<file path="config.mk">
export PLATFORM = sky130hd
export DESIGN_NAME = mux_n_1_rr
export DESIGN_NICKNAME = d
export VERILOG_FILES = /design/src/rtl/mux_pkg.sv /design/src/rtl/mux_n_1_rr_arbiter.sv /design/src/rtl/mux_n_1_rr.sv
export SDC_FILE = /design/constraint.sdc
export NUM_CORES = 1
export LEC_CHECK = 0
export ABC_AREA = 1
export BUFFER_PORTS_ARGS = -buffer_cell sky130_fd_sc_hd__buf_2
export CAP_MARGIN = 0
export CORE_UTILIZATION = 35
export CTS_BUF_LIST = sky130_fd_sc_hd__clkbuf_4
export DETAILED_ROUTE_END_ITERATION = 8
export PLACE_DENSITY = 0.66
export SLEW_MARGIN = 30
export SYNTH_ARGS = -nofsm -noshare
export SYNTH_HDL_FRONTEND = slang
export SYNTH_HIERARCHICAL = 1
export SYNTH_SLANG_ARGS = --single-unit
export TNS_END_PERCENT = 30
</file>
<file path="constraint.sdc">
create_clock -name clk -period 4.82 [get_ports clk]
set_clock_uncertainty 0.15 [all_clocks]
set_input_delay 0.482 -clock clk [delete_from_list [all_inputs] [get_ports clk]]
set_output_delay 0.482 -clock clk [all_outputs]
set_load 0.03 [all_outputs]
</file>
<file path="src/rtl/mux_pkg.sv">
// Shared constants for the N:1 round-robin / forced-select multiplexer.
package mux_pkg;

  localparam logic MODE_RR  = 1'b0;
  localparam logic MODE_SEL = 1'b1;

endpackage

</file>
<file path="src/rtl/mux_n_1_rr_arbiter.sv">
// Round-robin search: starting after 'last', grant the first requesting channel.
module rr_arbiter #(
  parameter  int N  = 8,
  localparam int SW = $clog2(N)
) (
  input  logic [N-1:0]  req,
  input  logic [SW-1:0] last,
  output logic [N-1:0]  grant,
  output logic [SW-1:0] grant_idx,
  output logic          grant_any
);

  // Scan last+1 .. last+N (mod N); the first requester found wins.
  always_comb begin
    int unsigned idx;
    grant     = '0;
    grant_idx = '0;
    grant_any = 1'b0;
    idx       = 0;
    for (int unsigned i = 1; i <= N; i++) begin
      idx = (int'(last) + i) % N;
      if (!grant_any && req[idx]) begin
        grant_any      = 1'b1;
        grant[idx]     = 1'b1;
        grant_idx      = SW'(idx);
      end
    end
  end

endmodule

</file>
<file path="src/rtl/mux_n_1_rr.sv">
// N:1 valid/ready multiplexer with round-robin or forced channel selection
// and a single output register (1-cycle latency, full throughput).
module mux_n_1_rr
  import mux_pkg::*;
#(
  parameter  int N  = 8,
  parameter  int W  = 3,
  localparam int SW = $clog2(N)
) (
  input  logic           clk,
  input  logic           rst,
  input  logic [N-1:0]   in_valid,
  input  logic [N*W-1:0] in_data,
  output logic [N-1:0]   in_ready,
  input  logic           mode,
  input  logic [SW-1:0]  sel,
  output logic           out_valid,
  output logic [W-1:0]   out_data,
  output logic [SW-1:0]  out_ch,
  input  logic           out_ready
);

  logic [SW-1:0] last;
  logic [N-1:0]  rr_grant;
  logic [SW-1:0] rr_idx;
  logic          rr_any;
  logic [N-1:0]  f_grant;
  logic          f_any;
  logic [N-1:0]  grant;
  logic [SW-1:0] grant_idx;
  logic          grant_any;
  logic [W-1:0]  grant_data;
  logic          load_en;
  logic          xfer;

  rr_arbiter #(.N(N)) u_arb (
    .req       (in_valid),
    .last      (last),
    .grant     (rr_grant),
    .grant_idx (rr_idx),
    .grant_any (rr_any)
  );

  // Forced select: matching by channel index makes sel >= N grant nothing.
  always_comb begin
    f_grant = '0;
    f_any   = 1'b0;
    for (int unsigned i = 0; i < N; i++) begin
      if (sel == SW'(i) && in_valid[i]) begin
        f_grant[i] = 1'b1;
        f_any      = 1'b1;
      end
    end
  end

  // Pick the active grant source and mux out the granted channel's data.
  always_comb begin
    if (mode == MODE_SEL) begin
      grant     = f_grant;
      grant_idx = sel;
      grant_any = f_any;
    end else begin
      grant     = rr_grant;
      grant_idx = rr_idx;
      grant_any = rr_any;
    end
    grant_data = '0;
    for (int unsigned i = 0; i < N; i++) begin
      if (grant[i]) grant_data = in_data[i*W +: W];
    end
  end

  // Register may load when empty or being drained this cycle; no accepts in reset.
  always_comb begin
    load_en  = !out_valid || out_ready;
    in_ready = (load_en && !rst) ? grant : '0;
    xfer     = load_en && grant_any;
  end

  // Output register and round-robin pointer (pointer moves only on RR transfers).
  always_ff @(posedge clk or posedge rst) begin
    if (rst) begin
      out_valid <= 1'b0;
      out_data  <= '0;
      out_ch    <= '0;
      last      <= SW'(N - 1);
    end else if (load_en) begin
      out_valid <= grant_any;
      if (grant_any) begin
        out_data <= grant_data;
        out_ch   <= grant_idx;
      end
      if (xfer && mode == MODE_RR) last <= grant_idx;
    end
  end

endmodule

</file>
After elaboration in Yosys (flattened, before gate mapping)
Index checks and enable logic that the tools add are counted.
- flip-flop bits (word level): 10
- input port bits: 39
- output and inout port bits: 15
- word-level logic and storage cells: 165
- add/subtract/negate cells: 8
- magnitude comparators: 16
- equality and inequality tests: 7
- multiplexer cells: 83
- bitwise gates (word level): 8
- reduce and logical (&&, ||, !) cells: 39
- operators by type and width (operator ; count):
    $mux 8 ; 10
    $or 8x8->8 ; 7
    $mux 3 ; 17
    $mux 1 ; 40
    $lt 3x4->1 const B ; 8
    $logic_and 1x1->1 ; 26
    $bmux 1 s3 ; 8
    $demux 1 s3 ; 8
    $ge 3x1->1 const B ; 8
    $add 3x3->3 const B ; 4
    $eq 3x3->1 const B ; 4
    $logic_not 1->1 ; 9
    $add 3x1->3 const B ; 2
    $add 3x2->3 const B ; 2
    $eq 3x2->1 const B ; 2
    $reduce_and 2->1 ; 2
    $eq 3x1->1 const B ; 1
    $logic_not 3->1 ; 1
    $logic_or 1x1->1 ; 1
    $not 1->1 ; 1

Depth between registers and ports, before layout
- word-level depth: 34
- depth in mapped cells: 32
- depth with buffers taken out: 27

Hierarchy
The synthesis kept the hierarchy.
- modules (own cells, without submodules) (module ; times used ; cells an instance ; area an instance (um^2) ; seq. area each (um^2)):
    rr_arbiter ; 1 ; 311 ; 1595.3 ; 0.0
    mux_n_1_rr ; 1 ; 168 ; 1014.7 ; 254.0

Worst setup path before layout
No wires, ideal clock.
- path type: reg-to-output
- start: register last[0]
- end: output in_ready[5]
- data arrival time: 3.229 ns
- data required time: 4.188 ns
- path slack: 0.959 ns
- stages on the path, launching flop included: 24
- path buffers: 6
- path through: dfstp_2 -> buf_6 -> inv_4 -> buf_6 -> buf_2 -> ha_1 -> buf_2 -> inv_2 -> buf_4 -> nand3_1 -> nand2_1 -> nand2_1 -> nand2_2 -> nand3_1 -> nor2_2 -> buf_4 -> nand3_1 -> nand3_1 -> nor2_1 -> nand3_1 -> or2_2 -> o21a_1 -> inv_1 -> nor2_1
- word-level cells in the longest chain between the ends: 27
- elaborated cells on any way between the ends: 102
- classes of those cells: 8 x add/sub; 16 x order compare; 49 x mux; 7 x bitwise; 22 x reduce/logical
- RTL lines (element ; line ; RTL):
    from (decl) ; mux_n_1_rr.sv:23 ; logic [SW-1:0] last;
    from (signal assigned) ; mux_n_1_rr.sv:86 ; last <= SW'(N - 1);
    from (signal assigned) ; mux_n_1_rr.sv:93 ; if (xfer && mode == MODE_RR) last <= grant_idx;
    branches (longest 24 deep; another with $lt 3x4->1) ; - ;
    $mux 8 (*) ; mux_n_1_rr_arbiter.sv:22 ; if (!grant_any && req[idx]) begin
    named net rr_grant[5] ; mux_n_1_rr.sv:24 ; logic [N-1:0] rr_grant;
    $mux 8 (*) ; mux_n_1_rr.sv:58 ; if (mode == MODE_SEL) begin
    $mux 8 (*) ; mux_n_1_rr.sv:76 ; in_ready = (load_en && !rst) ? grant : '0;
    to (decl) ; mux_n_1_rr.sv:14 ; output logic [N-1:0] in_ready,
Mark *: on every way through the listed nets, which the timed path passes. The select of a mux whose other input is x is not followed.

Final worst setup path
- start: register last[1]
- end: output in_ready[5]
Same word-level chain as after synthesis.

==> results by group <==
Timing
  • Tcrit/Tclk final: about 94%
  • Setup TNS: 0 ns
  • Final setup vio count: 0
  • Slew @ Worst Pin: ~0.73 ns
  • Pins Over Slew Limit: 0
  • Final Hold Fails: 0
  • Post-layout minimum cycle time: 4.53 ns
  • Fmax achieved: around 0.22 GHz
  • Slew HR: 51.4%
  • RSZ-0062 raised after global routing: no

Outcome
  • Status: complete, but fails checks
  • Failing checks: DRC

Die
  • Initial core utilization: 36.2%
  • Core area: approximately 7000 um2
  • I/O pins: 54
  • Chip height: around 88 um
  • Standard-cell rows: 31
  • Die width: slightly below 90 um
  • Die area: between 7000 and 8000 um2

Critical path
  • Setup crit end kind: primary output
  • Worst EP required: 4.19 ns
  • CP Launch Type: flop
  • Maximum fanout along the worst path: 16
  • Critical Path AT: between 3 and 4 ns
  • Setup CP Type: reg -> out

Global routing
  • Remaining Overflow, GRT: 0
  • Met3 Resource Use GR: approximately 1.4%
  • Antenna violations before repair: 0
  • GRT busiest layer: met2
  • First-pass GRT wire length: around 13,000 um
  • Largest net degree at the start of global routing: 27
  • Number of global-route vias before repair: roughly 2,900
  • Grt met1 use: 29.2%
  • GRT met2 Usage: 35.4%
  • Global Route Usage Sum: between 20% and 30%

Clocking
  • Max H-tree Level: 1
  • Total CTS buffers: 3
  • Total clock sinks: 10
  • Worst-Skew Late Latency: 0.26 ns
  • Max clock buf depth: 2
  • CTS root buf: clkbuf_4
  • Clock transition at path regs: roughly 0.070 ns
  • CTS tree: built

Synthesis
  • Asr flop ratio synth: 100%
  • Synthesized Nets: 524
  • Syn_area_per_cell: 5.45 um2
  • Count leader, synth: nand2_1
  • Unique cell type count in the Yosys netlist: 35
  • Cells after Synth: about 480
  • Share of the yosys chip area belonging to registers: 9.73%
  • Synth area leaders: nand2_1 17%, nand3_1 16%, nor2_1 9.5%
  • Post-synth top area share: 16.7%
  • Mapped cell area: ~2600 um2
  • Number of flops mapped to enable cells by yosys: 0
  • Top post-synthesis cells by count: 116 x nand2_1, 85 x nand3_1, 66 x nor2_1
  • Warnings, synthesis: 6
  • Top_reg_cell synth: dfrtp_1
  • Area leader, netlist: nand2_1
  • Flops & latches, synth: 10

Layout
  • Multi-input gate area in the final layout: between 1500 and 2000 um2
  • Area growth syn-to-layout: 11.0%
  • Filler Cell Count: 816
  • Layout cells sized above 1: 22.9%
  • Final Net Count: approximately 560
  • Diode count: 0
  • FF/Latch Area: roughly 250 um2

Place
  • Gpl congestion: about 0.96
  • Port bufs: 53
  • Post-detail-place hpwl: roughly 6500 um

Hold path
  • Hold crit path type: in -> async

Routing
  • WL final: 8260 um
  • Wire length per cell: 13.4 um
  • Routed vias/inst: about 5.4
  • Drt pass-1 iters: 8
  • Final ANT Viol Nets: 0
  • DRT iter0 DRCs: between 500 and 600
  • Vias: between 3,000 and 4,000
  • Drt drc: 1

Flow run
  • Max-cap viol count: 0
flip-flops by register name (all words and copies together) (netlist names):
signal     count
out_valid      1
out_data       3
out_ch         3
last           3
critical path: stages, from the launching register on:
cell and delay (ns):
dfstp_2 0.68, inv_2 0.15, ha_2 0.53, inv_2 0.19
nand3_1 0.16, nand3_2 0.09, nand2_2 0.24, inv_2 0.18
nand3_2 0.23, nor2_1 0.06, nor2_1 0.09, nand3_1 0.10
nor2_1 0.11, nand3_1 0.08, or2_2 0.27, o21a_1 0.15
inv_1 0.10, nor2_1 0.04, buf_2 0.18
per-stage QoR:
step	util, %	instances	hold slack (ns)	worst slack (ns)	instance area [um2]
detailed placement	39.2	606	0.323	0.310	2830
finish	40.2	615	0.0393	0.287	2900
global placement	39.2	606	0.313	0.477	2830
CTS	39.6	610	0.0469	0.0130	2850
floorplan	-	479	0.178	0.959	2610
global route	40.2	615	0.0990	0.0209	2900
routing by layer:
| metal | vias to the layer above | wire length, um |
|---|---|---|
| met5 | - | 0 |
| met2 | 176 | 3900 |
| met1 | 1462 | 3520 |
| li1 | 1646 | - |
| met3 | 31 | 622 |
| met4 | 0 | 214 |
worst paths after layout:
path	startpoint	to	slack [ns]	cells past startpoint
setup / recovery	last[1]$_DFFE_PP1P_	in_ready[5]	0.29	18
hold / removal	rst	out_ch[1]$_DFFE_PP0P_	0.04	2
setup reg to reg	last[1]$_DFFE_PP1P_	out_data[1]$_DFFE_PP0P_	0.61	22
hold reg to reg	out_data[2]$_DFFE_PP0P_	out_data[2]$_DFFE_PP0P_	0.34	2
max in group asynchronous	rst	last[2]$_DFFE_PP1P_	4.16	2
min in group clk	out_data[2]$_DFFE_PP0P_	out_data[2]$_DFFE_PP0P_	0.34	2
cells by family (layout without fill, tap and decap cells):
kind of cell / Yosys count / count (layout) / synth area share [%]
multiplexers: 3 / 3 / 1.15
AO/OA/AOI/OAI: 26 / 26 / 6.81
buffers and inverters: 78 / 114 / 14.6
flip-flops: 10 / 10 / 9.73
adder cells (fa/ha/maj): 6 / 6 / 2.88
AND/OR/NAND/NOR: 356 / 357 / 64.8
layout make-up:
| class | instances | share of cell area, % |
|---|---|---|
| multi-input cells | 392 | 68.6 |
| flip-flops and latches | 10 | 8.77 |
| well taps | 99 | 4.27 |
| clock inverters | 1 | 0.130 |
| clock buffers | 3 | 0.777 |
| repair buffers | 59 | 10.7 |
| inverters | 51 | 6.74 |
layout by cell type, fill, tap and decap left out, types with 6 or more instances in the layout:
master     n
nand4_1   22
dfrtp_1    7
buf_2     53
nand2_2   15
nand3_1   85
nor2_1    66
o21ai_2    6
nand3_2    6
a21oi_1   10
nand2_1  116
buf_4      6
nor3_1    27
inv_1     41
inv_2      8
repair_timing:
| action | 4_1_cts | 5_1_grt |
|---|---|---|
| setup endpoints to repair | 0 | 8 |
| resized for setup | 0 | 2 |
| buffers inserted | 0 | 4 |
| hold buffers | 0 | 0 |
| hold endpoints to repair | 0 | 0 |
Power is not shown: default switching activity piles up to over one toggle a cycle in this logic, so the estimate is an artifact.
